**src/rtl/pattern_gen_pkg.sv**
```systemverilog
// pattern_gen_pkg: shared mode/state types and the colour-bar table used by pattern_gen.
package pattern_gen_pkg;

  typedef enum logic [1:0] {
    MODE_RAMP   = 2'd0,
    MODE_BORDER = 2'd1,
    MODE_BARS   = 2'd2,
    MODE_SOLID  = 2'd3
  } mode_e;

  typedef enum logic {
    IDLE = 1'b0,
    RUN  = 1'b1
  } state_e;

  // {R, G, B} per bar, left to right: white, yellow, cyan, green, magenta, red, blue, black
  localparam logic [2:0] BAR_RGB [8] = '{
    3'b111, 3'b110, 3'b011, 3'b010, 3'b101, 3'b100, 3'b001, 3'b000
  };

endpackage

```
**src/rtl/pattern_gen_pixel.sv**
```systemverilog
// pattern_gen_pixel: purely combinational colour function mapping scan position and
// latched pattern settings to one pixel (ch0=B, ch1=G, ch2=R, optional ch3=alpha).
module pattern_gen_pixel
  import pattern_gen_pkg::*;
#(
  parameter int NUM_CH = 3,
  parameter int CH_W   = 8,
  parameter int CNT_W  = 16
) (
  input  mode_e                    mode,
  input  logic [CNT_W-1:0]         h_cnt,
  input  logic [CNT_W-1:0]         v_cnt,
  input  logic [CNT_W-1:0]         h_last,
  input  logic [CNT_W-1:0]         v_last,
  input  logic [2:0]               bar_idx,
  input  logic [CH_W-1:0]          frame_cnt,
  input  logic [NUM_CH*CH_W-1:0]   solid_color,
  output logic [NUM_CH*CH_W-1:0]   pixel
);
  localparam logic [CH_W-1:0] CH_MAX = '1;

  logic [2:0][CH_W-1:0] rgb_ch;
  logic [2:0]           bar_rgb;
  logic                 on_border;

  assign on_border = (h_cnt == '0) || (h_cnt == h_last) ||
                     (v_cnt == '0) || (v_cnt == v_last);
  assign bar_rgb   = BAR_RGB[bar_idx];

  always_comb begin
    rgb_ch = '0;
    case (mode)
      MODE_RAMP: begin
        rgb_ch[0] = h_cnt[CH_W-1:0];
        rgb_ch[1] = v_cnt[CH_W-1:0];
        rgb_ch[2] = frame_cnt;
      end
      MODE_BORDER: begin
        rgb_ch[0] = on_border ? CH_MAX : '0;
        rgb_ch[1] = on_border ? CH_MAX : '0;
        rgb_ch[2] = on_border ? CH_MAX : '0;
      end
      MODE_BARS: begin
        rgb_ch[0] = bar_rgb[0] ? CH_MAX : '0;
        rgb_ch[1] = bar_rgb[1] ? CH_MAX : '0;
        rgb_ch[2] = bar_rgb[2] ? CH_MAX : '0;
      end
      default: rgb_ch = '0;
    endcase
  end

  // Alpha is transparent for the ramp and opaque for the generated colour patterns
  generate
    if (NUM_CH == 4) begin : g_alpha
      logic [CH_W-1:0] alpha;
      assign alpha = (mode == MODE_RAMP) ? '0 : CH_MAX;
      assign pixel = (mode == MODE_SOLID) ? solid_color : {alpha, rgb_ch};
    end else begin : g_rgb
      assign pixel = (mode == MODE_SOLID) ? solid_color : rgb_ch;
    end
  endgenerate

endmodule

```
**src/rtl/pattern_gen.sv**
```systemverilog
// pattern_gen: AXI4-Stream video test-pattern source, one h_res x v_res frame per accepted sof.
// Optional macro PATTERN_GEN_CONTINUOUS_EN adds the `continuous` input for back-to-back frames.
//
// state | meaning
// IDLE  | waiting for sof with non-zero h_res and v_res
// RUN   | streaming the latched frame; leaves when the final beat is accepted
module pattern_gen
  import pattern_gen_pkg::*;
#(
  parameter int NUM_CH = 3,
  parameter int CH_W   = 8,
  parameter int CNT_W  = 16
) (
  input  logic                   aclk,
  input  logic                   aresetn,
  input  logic [CNT_W-1:0]       h_res,
  input  logic [CNT_W-1:0]       v_res,
  input  logic [1:0]             mode,
  input  logic [NUM_CH*CH_W-1:0] solid_color,
`ifdef PATTERN_GEN_CONTINUOUS_EN
  input  logic                   continuous,
`endif
  input  logic                   sof,
  output logic                   busy,
  output logic                   frame_done,
  output logic                   pix_tvalid,
  input  logic                   pix_tready,
  output logic [NUM_CH*CH_W-1:0] pix_tdata,
  output logic                   pix_tlast,
  output logic                   pix_tuser
);
  localparam int PIX_W = NUM_CH * CH_W;

  state_e state, state_nxt;

  logic cfg_ok;
  logic cont_req;
  logic accept;
  logic start;
  logic restart;
  logic frame_end;
  logic load;

  // Frame settings captured at frame start
  mode_e            mode_q;
  logic [PIX_W-1:0] solid_q;
  logic [CNT_W-1:0] h_last_q;
  logic [CNT_W-1:0] v_last_q;
  logic [CNT_W-1:0] bar_w_m1_q;

  // Scan position of the next beat to be loaded into the output register
  logic [CNT_W-1:0] h_cnt;
  logic [CNT_W-1:0] v_cnt;
  logic [CNT_W-1:0] bar_left;
  logic [2:0]       bar_idx;
  logic             gen_done;
  logic             out_eof;
  logic [CH_W-1:0]  frame_cnt;

  logic [CNT_W-1:0] h_last_in;
  logic [CNT_W-1:0] v_last_in;
  logic [CNT_W-1:0] bar_w_in;
  logic [CNT_W-1:0] bar_w_m1_in;

  assign h_last_in   = h_res - CNT_W'(1);
  assign v_last_in   = v_res - CNT_W'(1);
  assign bar_w_in    = h_res >> 3;
  assign bar_w_m1_in = (bar_w_in == '0) ? '0 : bar_w_in - CNT_W'(1);
  assign cfg_ok      = (h_res != '0) && (v_res != '0);
  assign accept      = pix_tvalid && pix_tready;
  assign busy        = (state == RUN);

`ifdef PATTERN_GEN_CONTINUOUS_EN
  assign cont_req = continuous;
`else
  assign cont_req = 1'b0;
`endif

  always_ff @(posedge aclk or negedge aresetn) begin
    if (!aresetn) state <= IDLE;
    else          state <= state_nxt;
  end

  always_comb begin
    state_nxt = state;
    start     = 1'b0;
    restart   = 1'b0;
    frame_end = 1'b0;
    case (state)
      IDLE: begin
        if (sof && cfg_ok) begin
          start     = 1'b1;
          state_nxt = RUN;
        end
      end
      RUN: begin
        if (accept && out_eof) begin
          frame_end = 1'b1;
          if (cont_req && cfg_ok) restart   = 1'b1;
          else                    state_nxt = IDLE;
        end
      end
      default: state_nxt = IDLE;
    endcase
  end

  assign load = (state == RUN) && (!pix_tvalid || pix_tready) && (restart || !gen_done);

  // On a continuous restart the first beat of the next frame is built straight from the
  // inputs so it can load on the same edge the previous frame's last beat is accepted.
  logic [CNT_W-1:0] src_h;
  logic [CNT_W-1:0] src_v;
  logic [CNT_W-1:0] src_h_last;
  logic [CNT_W-1:0] src_v_last;
  logic [CNT_W-1:0] src_bar_left;
  logic [CNT_W-1:0] src_bar_w_m1;
  logic [2:0]       src_bar_idx;
  mode_e            src_mode;
  logic [PIX_W-1:0] src_solid;
  logic [CH_W-1:0]  src_frame;
  logic             src_eol;
  logic             src_eof;
  logic [PIX_W-1:0] pixel;

  always_comb begin
    if (restart) begin
      src_h        = '0;
      src_v        = '0;
      src_h_last   = h_last_in;
      src_v_last   = v_last_in;
      src_bar_left = bar_w_m1_in;
      src_bar_w_m1 = bar_w_m1_in;
      src_bar_idx  = '0;
      src_mode     = mode_e'(mode);
      src_solid    = solid_color;
      src_frame    = frame_cnt + CH_W'(1);
    end else begin
      src_h        = h_cnt;
      src_v        = v_cnt;
      src_h_last   = h_last_q;
      src_v_last   = v_last_q;
      src_bar_left = bar_left;
      src_bar_w_m1 = bar_w_m1_q;
      src_bar_idx  = bar_idx;
      src_mode     = mode_q;
      src_solid    = solid_q;
      src_frame    = frame_cnt;
    end
  end

  assign src_eol = (src_h == src_h_last);
  assign src_eof = src_eol && (src_v == src_v_last);

  pattern_gen_pixel #(
    .NUM_CH (NUM_CH),
    .CH_W   (CH_W),
    .CNT_W  (CNT_W)
  ) u_pixel (
    .mode        (src_mode),
    .h_cnt       (src_h),
    .v_cnt       (src_v),
    .h_last      (src_h_last),
    .v_last      (src_v_last),
    .bar_idx     (src_bar_idx),
    .frame_cnt   (src_frame),
    .solid_color (src_solid),
    .pixel       (pixel)
  );

  always_ff @(posedge aclk or negedge aresetn) begin
    if (!aresetn) begin
      mode_q     <= MODE_RAMP;
      solid_q    <= '0;
      h_last_q   <= '0;
      v_last_q   <= '0;
      bar_w_m1_q <= '0;
    end else if (start || restart) begin
      mode_q     <= mode_e'(mode);
      solid_q    <= solid_color;
      h_last_q   <= h_last_in;
      v_last_q   <= v_last_in;
      bar_w_m1_q <= bar_w_m1_in;
    end
  end

  // bar_left counts down the pixels remaining in the current bar after this one
  always_ff @(posedge aclk or negedge aresetn) begin
    if (!aresetn) begin
      h_cnt    <= '0;
      v_cnt    <= '0;
      bar_left <= '0;
      bar_idx  <= '0;
      gen_done <= 1'b0;
    end else if (start) begin
      h_cnt    <= '0;
      v_cnt    <= '0;
      bar_left <= bar_w_m1_in;
      bar_idx  <= '0;
      gen_done <= 1'b0;
    end else if (load) begin
      gen_done <= src_eof;
      if (src_eol) begin
        h_cnt    <= '0;
        v_cnt    <= src_eof ? src_v : src_v + CNT_W'(1);
        bar_left <= src_bar_w_m1;
        bar_idx  <= '0;
      end else begin
        h_cnt <= src_h + CNT_W'(1);
        v_cnt <= src_v;
        if (src_bar_left == '0) begin
          bar_left <= src_bar_w_m1;
          bar_idx  <= (src_bar_idx == 3'd7) ? 3'd7 : src_bar_idx + 3'd1;
        end else begin
          bar_left <= src_bar_left - CNT_W'(1);
          bar_idx  <= src_bar_idx;
        end
      end
    end
  end

  always_ff @(posedge aclk or negedge aresetn) begin
    if (!aresetn) begin
      pix_tvalid <= 1'b0;
      pix_tdata  <= '0;
      pix_tlast  <= 1'b0;
      pix_tuser  <= 1'b0;
      out_eof    <= 1'b0;
    end else if (load) begin
      pix_tvalid <= 1'b1;
      pix_tdata  <= pixel;
      pix_tlast  <= src_eol;
      pix_tuser  <= (src_h == '0) && (src_v == '0);
      out_eof    <= src_eof;
    end else if (accept) begin
      pix_tvalid <= 1'b0;
    end
  end

  always_ff @(posedge aclk or negedge aresetn) begin
    if (!aresetn) begin
      frame_done <= 1'b0;
      frame_cnt  <= '0;
    end else begin
      frame_done <= frame_end;
      if (frame_end) frame_cnt <= frame_cnt + CH_W'(1);
    end
  end

endmodule
```
**config.mk**
```make
export PLATFORM = sky130hd
export DESIGN_NAME = pattern_gen
export DESIGN_NICKNAME = d
export VERILOG_FILES = /design/src/rtl/pattern_gen_pkg.sv /design/src/rtl/pattern_gen_pixel.sv /design/src/rtl/pattern_gen.sv
export SDC_FILE = /design/constraint.sdc
export NUM_CORES = 1
export LEC_CHECK = 0
export CORE_ASPECT_RATIO = 1.75
export CORE_MARGIN = 5
export CORE_UTILIZATION = 30
export CTS_BUF_LIST = sky130_fd_sc_hd__clkbuf_8
export CTS_CLUSTER_DIAMETER = 120
export DETAILED_ROUTE_END_ITERATION = 8
export PLACE_DENSITY = 0.57
export SLEW_MARGIN = 40
export SYNTH_ARGS = -nofsm -noshare
export SYNTH_HDL_FRONTEND = slang
export SYNTH_HIERARCHICAL = 1
export SYNTH_SLANG_ARGS = --single-unit
```
**constraint.sdc**
```tcl
create_clock -name aclk -period 2.4 [get_ports aclk]
set_clock_uncertainty 0.2 [all_clocks]
set_input_delay 0.48 -clock aclk [delete_from_list [all_inputs] [get_ports aclk]]
set_output_delay 0.48 -clock aclk [all_outputs]
set_load 0.005 [all_outputs]
```
# Word-level counts from Yosys, hierarchy flattened
# Memory sizes are Yosys's and may differ from the RTL's.
# Cells that the tools add are included.
# W data, S select, Z words.
classes:
  n_mux: 35
  bitwise: 2
  n_eq_ne: 7
  n_reduce_logical: 27
  add_sub_neg: 8
  order_cmp: 1
op_table:
  columns: ["operator", "n"]
  rows:
  - ["$mux W16", 12]
  - ["$pmux W24 S3", 1]
  - ["$logic_not A16 Y1", 4]
  - ["$sub A16 B1 Y16 const B", 3]
  - ["$add A16 B1 Y16 const B", 2]
  - ["$eq A16 B16 Y1", 2]
  - ["$mux W8", 4]
  - ["$reduce_bool A16 Y1", 2]
  - ["$mux W24", 1]
  - ["$mux W3", 7]
  - ["$sub A13 B1 Y14 const B", 1]
  - ["$mux W1", 9]
  - ["$add A8 B1 Y8 const B", 1]
  - ["$logic_and A1 B1 Y1", 8]
  - ["$reduce_bool A2 Y1", 3]
  - ["$eq A2 B2 Y1 const B", 2]
  - ["$ge A4 B4 Y1 const B", 1]
  - ["$logic_or A1 B1 Y1", 4]
  - ["$not A3 Y4", 1]
  - ["$add A3 B1 Y3 const B", 1]
  - ["$eq A3 B3 Y1 const B", 1]
  - ["$reduce_and A3 Y1", 1]
  - ["$reduce_bool A3 Y1", 1]
  - ["$eq A2 B1 Y1 const B", 1]
  - ["6 further kinds", 7]
word_totals:
  rom_bits: 24
  out_inout_bits: 29
  in_bits: 62
  elab_cells: 99
  memories: 1
  ff_bits: 164
mem_list:
  columns: ["name", "words", "word_bits", "read_ports", "rd_ports_with_merged_regs", "write_ports", "line_no", "rtl"]
  rows:
  - ["(no name shown)", 8, 3, 1, 0, 0, "pattern_gen_pixel.sv:28", "assign bar_rgb = BAR_RGB[bar_idx];"]

# Longest topological paths before layout
# Gate-level depths: netlist of run 1.
depth:
  ltp_word: 7
  mapped_depth: 11
  depth_no_buf: 8

# Cells and area by module
# Netlist of run 1, hierarchy kept.
modules_own_cells:
  columns: ["module", "cells_per_inst", "n_inst", "seq_area_each_um2", "area_each_um2"]
  rows:
  - ["pattern_gen", 964, 1, 4053.9, 8434.3]
  - ["pattern_gen_pixel", 141, 1, 0.0, 1004.7]

# Least setup slack after synthesis of run 1
# Ideal clock, no wire load.
synth_path:
  path_kind: "input-to-reg"
  startpoint: "input port h_res[5]"
  endpoint: "register bar_left[14]"
  setup_time_ns: 0.094
  stages: 7
  t_required_ns: 2.106
  path_buffers: 1
  setup_slack_ns: -0.385
  arrival_ns: 2.491
  path_cell_list: "buf_2 or3_1 or4_4 or3_4 a32oi_2 a32oi_1 a211oi_1"
synth_via:
  elab_chain_cells: 6
  elab_cells_between_ends: 10
  cone_classes: "add/sub (1); mux (4); reduce/logical (5)"
synth_rtl:
  columns: ["element", "line_no", "rtl"]
  rows:
  - ["start, declared", "pattern_gen.sv:16", "input logic [CNT_W-1:0] h_res,"]
  - ["branches (longest 6 deep; another with $sub A13 B1 Y14)", null, null]
  - ["end signal, assigned", "pattern_gen.sv:197", "bar_left <= bar_w_m1_in;"]
  - ["end signal, assigned", "pattern_gen.sv:205", "bar_left <= src_bar_w_m1;"]
  - ["end signal, assigned", "pattern_gen.sv:211", "bar_left <= src_bar_w_m1;"]
  - ["end, declared", "pattern_gen.sv:54", "logic [CNT_W-1:0] bar_left;"]
# Parallel ways; which one is timed is not known.
# A chain may end at the register's enable or synchronous reset.

# Worst setup path in the final report of run 1
layout_path:
  startpoint: "register bar_left[2]"
  endpoint: "register bar_left[9]"
layout_via:
  elab_chain_cells: 5
  elab_cells_between_ends: 6
  cone_classes: "add/sub (1); mux (4); reduce/logical (1)"
layout_rtl:
  columns: ["element", "line_no", "rtl"]
  rows:
  - ["$sub A16 B1 Y16 / $logic_not A16 Y1 (equally long branches)", "pattern_gen.sv:214, pattern_gen.sv:210", null]
  - ["$mux W16 (*)", "pattern_gen.sv:210", "if (src_bar_left == '0) begin"]
  - ["$mux W16 (*)", "pattern_gen.sv:202", "if (src_eol) begin"]
  - ["$mux W16 (*)", "pattern_gen.sv:200", "end else if (load) begin"]
  - ["$mux W16 (*)", "pattern_gen.sv:194", "end else if (start) begin"]
# Mark *: on every way between the ends. The rest lies on a longest branch, timed or not. The select of a mux whose other input is x is not followed.

==> results.md, run 1 <==
- Hold path endpoint: v_last_q[0]
- Hold slack: 0.190 ns
- Mapped Nets: 1181
- Antenna Nets Post-Route: 0
- Num Clock Sinks: 162
- Comb pwr share: about half
- CTS H-tree depth: 4
- Via/cell ratio: a little over 5
- Synth Warn #: 6
- Worst-path fanout max: 4
- Inserted Clock Buffers: 17
- Commonest non-fill, non-tap cell in the layout: nand2_1
- R2R depth: 6
- Most frequent cells in the layout: 244 x nand2_1, 189 x buf_4, 160 x dfrtp_1, 82 x nor2_1, 76 x clkdlybuf4s50_1
- Port Buffers: 90
- Mapped cell area: roughly 9400 um^2
- Worst reg2reg setup slack: -0.05 ns
- RR Endpoint: bar_left[9]
- Antenna violations before repair: 1
- Net Sw Power: between 5 and 6 mW
- Die Y: 245 um
- Avg Cell Area, Syn: approximately 8.5 um^2
- Rows: 86
- TritonCTS clock tree: yes
- DR pass1 iterations: 5
- Status: complete, but fails checks
- Grt ovf: 0
- Synth-to-Final Area Change: 46.4%
- Die W: about 140 um
- Crit Path Class: flip-flop to flip-flop
- Via count: around 9200
- DRT Wirelength: 32300 um
- Yosys reg bits: around 160
- Clock root buffer: clkbuf_8
- Die ar.: about 35000 um^2
- CTS clk-pin slew, worst paths: ~0.09 ns
- Worst setup margin: -0.0533 ns
- Vias in the first global route: between 9000 and 10000
- Hold path start: v_res[0]
- Core Box Area: ~31000 um^2
- Finish-stage setup viols: 13
- Iteration-0 DRC Markers: ~490
- Post-synth cell types: 60
- DR DRC count: 0
- FF/Latch Area: between 4000 and 5000 um^2
- Initial Util: 30.1%
- Max-cap violations: 0
- Multi-input gate area: 5710 um^2
- Top FF cell, synth: dfrtp_1
- Worst Tran Pin Value: ~0.60 ns
- Crit Reg-Reg Startpoint: bar_left[2]
- Layout Nets: between 1000 and 1500
- Largest net degree at the start of global routing: 48
- GP Congestion: about 0.91
- Wire per inst: between 15 and 20 um
- Leak pwr: roughly 6.2 nW
- Unrepaired setup endpoints after global routing: yes
- Power share of the clock group: between 10% and 20%
- Max IR drop VDD: between 500 and 600 uV
- GR Util All Layers: between 10% and 20%
- Post-DP HPWL: between 20000 and 25000 um
- Reg power frac: 33.7%
- Pwr dens: 964 nW/um^2
- Startpoint types: flip-flop
- Achievable Freq: roughly 410 MHz
- Post-Syn Instances: 1105
- Final hold vios: 0
- WP data required: between 2 and 3 ns
- Final Critical Period: ~2.5 ns
- Internal Power: 8.05 mW
- Sequential-to-total area share from yosys stat: 42.9%
- Sw frac: between 30% and 40%
- Top Ports: ~90
- Endpoint class of the critical path: flip-flop
- EDFF count, synth: 0
- Layout fillers: between 3000 and 4000
- Setup WS pre-CTS: -0.913 ns
- Share of cells above drive strength 1: between 20% and 30%
- Hold/Removal Path Class: input port to flip-flop
- Max-Slew Margin vs Limit: ~60%
- Skew-Pair Late Insertion Delay: ~0.5 ns
- Hold Path Stages: 3
- Clock buffer depth: 2
- Violated checks: negative setup slack
- Fin crit share: 102%
- Slew Viols, Final: 0
- Arr. time, crit path: 2.63 ns
- Async S/R FF share, synth: 100%
- First-pass GRT wire length: between 40000 and 50000 um
==> cells by family after synthesis <==
logic type / after synthesis / synth area share, %
and+or+nand+nor: 522 / 25.9
AOI/OAI and AO/OA: 194 / 13.6
DFF: 162 / 42.9
xor gates and xnor gates: 123 / 11.4
buffers and inverters: 85 / 3.71
adders and majority gates: 14 / 1.86
muxes: 5 / 0.583
==> power groups by stage <==
stage / Clock (mW) / Combinational [mW] / Sequential [mW]
after floorplan: 0 / 3.38 / 4.41
after global placement: 0 / 5.70 / 4.47
after detailed placement: 0 / 5.80 / 4.49
after CTS: 2.30 / 6.05 / 4.47
after global routing: 2.40 / 7.20 / 4.61
final: 2.24 / 6.59 / 4.48
==> flip-flops by register name, indices dropped and copies added, names as in the netlist, 2 cells and up <==
| register | flops |
|---|---|
| v_cnt | 16 |
| bar_left | 16 |
| frame_cnt | 8 |
| solid_q | 24 |
| bar_idx | 3 |
| pix_tdata | 24 |
| h_cnt | 16 |
| v_last_q | 16 |
| bar_w_m1_q | 14 |
| mode_q | 2 |
| h_last_q | 16 |
==> worst max-delay path: stages (launching register included) <==
cell,delay (ns)
dfrtp_1,0.39
or4_4,0.56
or4_4,0.47
nor2_1,0.20
o31ai_1,0.11
a2111oi_1,0.33
nor2_1,0.09
==> cells in the mapped netlist, types with 3 or more instances <==
library cell	n	area, um^2
a2111oi_0	4	35.0
a211oi_1	8	60.1
a211oi_2	20	250
a21oi_1	40	200
a221oi_1	3	26.3
a31oi_1	7	43.8
a32oi_1	4	35.0
and2_1	3	18.8
and3_1	6	37.5
and4_1	5	43.8
buf_1	7	26.3
buf_2	4	20.0
buf_6	3	33.8
clkbuf_1	46	173
dfrtp_1	162	4050
ha_1	14	175
inv_1	23	86.3
mux2_1	3	33.8
nand2_1	249	935
nand2b_1	15	93.8
nand3_1	20	100
nand4_1	30	188
nor2_1	87	327
nor2b_1	4	25.0
nor3_1	28	140
nor4_1	32	200
nor4b_1	3	26.3
o21ai_0	77	385
o22ai_1	6	37.5
o31ai_1	6	45.0
or2_2	5	31.3
or3_1	19	119
or4_1	5	37.5
xnor2_1	63	552
xor2_1	60	526
==> metrics by stage <==
stage | power [mW] | cell area [um^2] | cells | utilization (%) | TNS, ns
6_report | 13.3 | 13800 | 1797 | 44.1 | -0.213
5_1_grt | 14.2 | 13800 | 1797 | 44.1 | -1.36
4_1_cts | 12.8 | 13100 | 1772 | 41.9 | -0.0560
3_5_place_dp | 10.3 | 12400 | 1735 | 39.7 | -88.24
3_3_place_gp | 10.2 | 12400 | 1735 | 39.7 | -84.75
2_1_floorplan | 7.78 | 9700 | 1105 | - | -18.24
==> per-layer routing <==
| metal | GRT usage (%) | routed length, um |
|---|---|---|
| met1 | 18.9 | 11700 |
| met2 | 33.0 | 17700 |
| met3 | 2.18 | 1150 |
| met4 | 10.6 | 1790 |
| met5 | 0 | 0 |
==> area by class of cell <==
| class | instances | share of cell area (%) |
|---|---|---|
| antenna | 1 | 0.0181 |
| inverter | 24 | 0.652 |
| sequential | 162 | 29.4 |
| multi-input combinational | 859 | 41.3 |
| tap | 396 | 3.59 |
| clock inverter | 14 | 1.37 |
| timing repair buffer | 323 | 21.9 |
| clock buffer | 18 | 1.79 |
==> worst max-delay path by stage <==
stage / endpoint / startpoint / depth (start not counted)
after floorplan: bar_left[15] / h_res[9] / 7
after global placement: solid_q[21] / h_res[3] / 10
after detailed placement: solid_q[20] / h_res[3] / 10
after CTS: bar_left[14] / h_res[8] / 7
after global routing: bar_left[9] / bar_left[2] / 6
final: bar_left[9] / bar_left[2] / 6
==> what timing repair did <==
action                     in CTS  in global routing
hold endpoints to repair       42                  0
buffers inserted                5                 16
setup endpoints to repair      96                 96
hold buffers                    1                  0
pin swaps                      30                 31
resized for setup              71                 83
cloned                          0                  8
No activity file was read; power rests on OpenSTA's default activity.
==> run 2: changes to the inputs <==
--- a/config.mk
+++ b/config.mk
@@ -12,7 +12,7 @@
 export CTS_CLUSTER_DIAMETER = 120
 export DETAILED_ROUTE_END_ITERATION = 8
 export PLACE_DENSITY = 0.57
-export SLEW_MARGIN = 40
+export SLEW_MARGIN = 20
 export SYNTH_ARGS = -nofsm -noshare
 export SYNTH_HDL_FRONTEND = slang
 export SYNTH_HIERARCHICAL = 1
==> results of run 2 <==
Same layout as run 1: the final DEF is identical, and so are final timing and power.
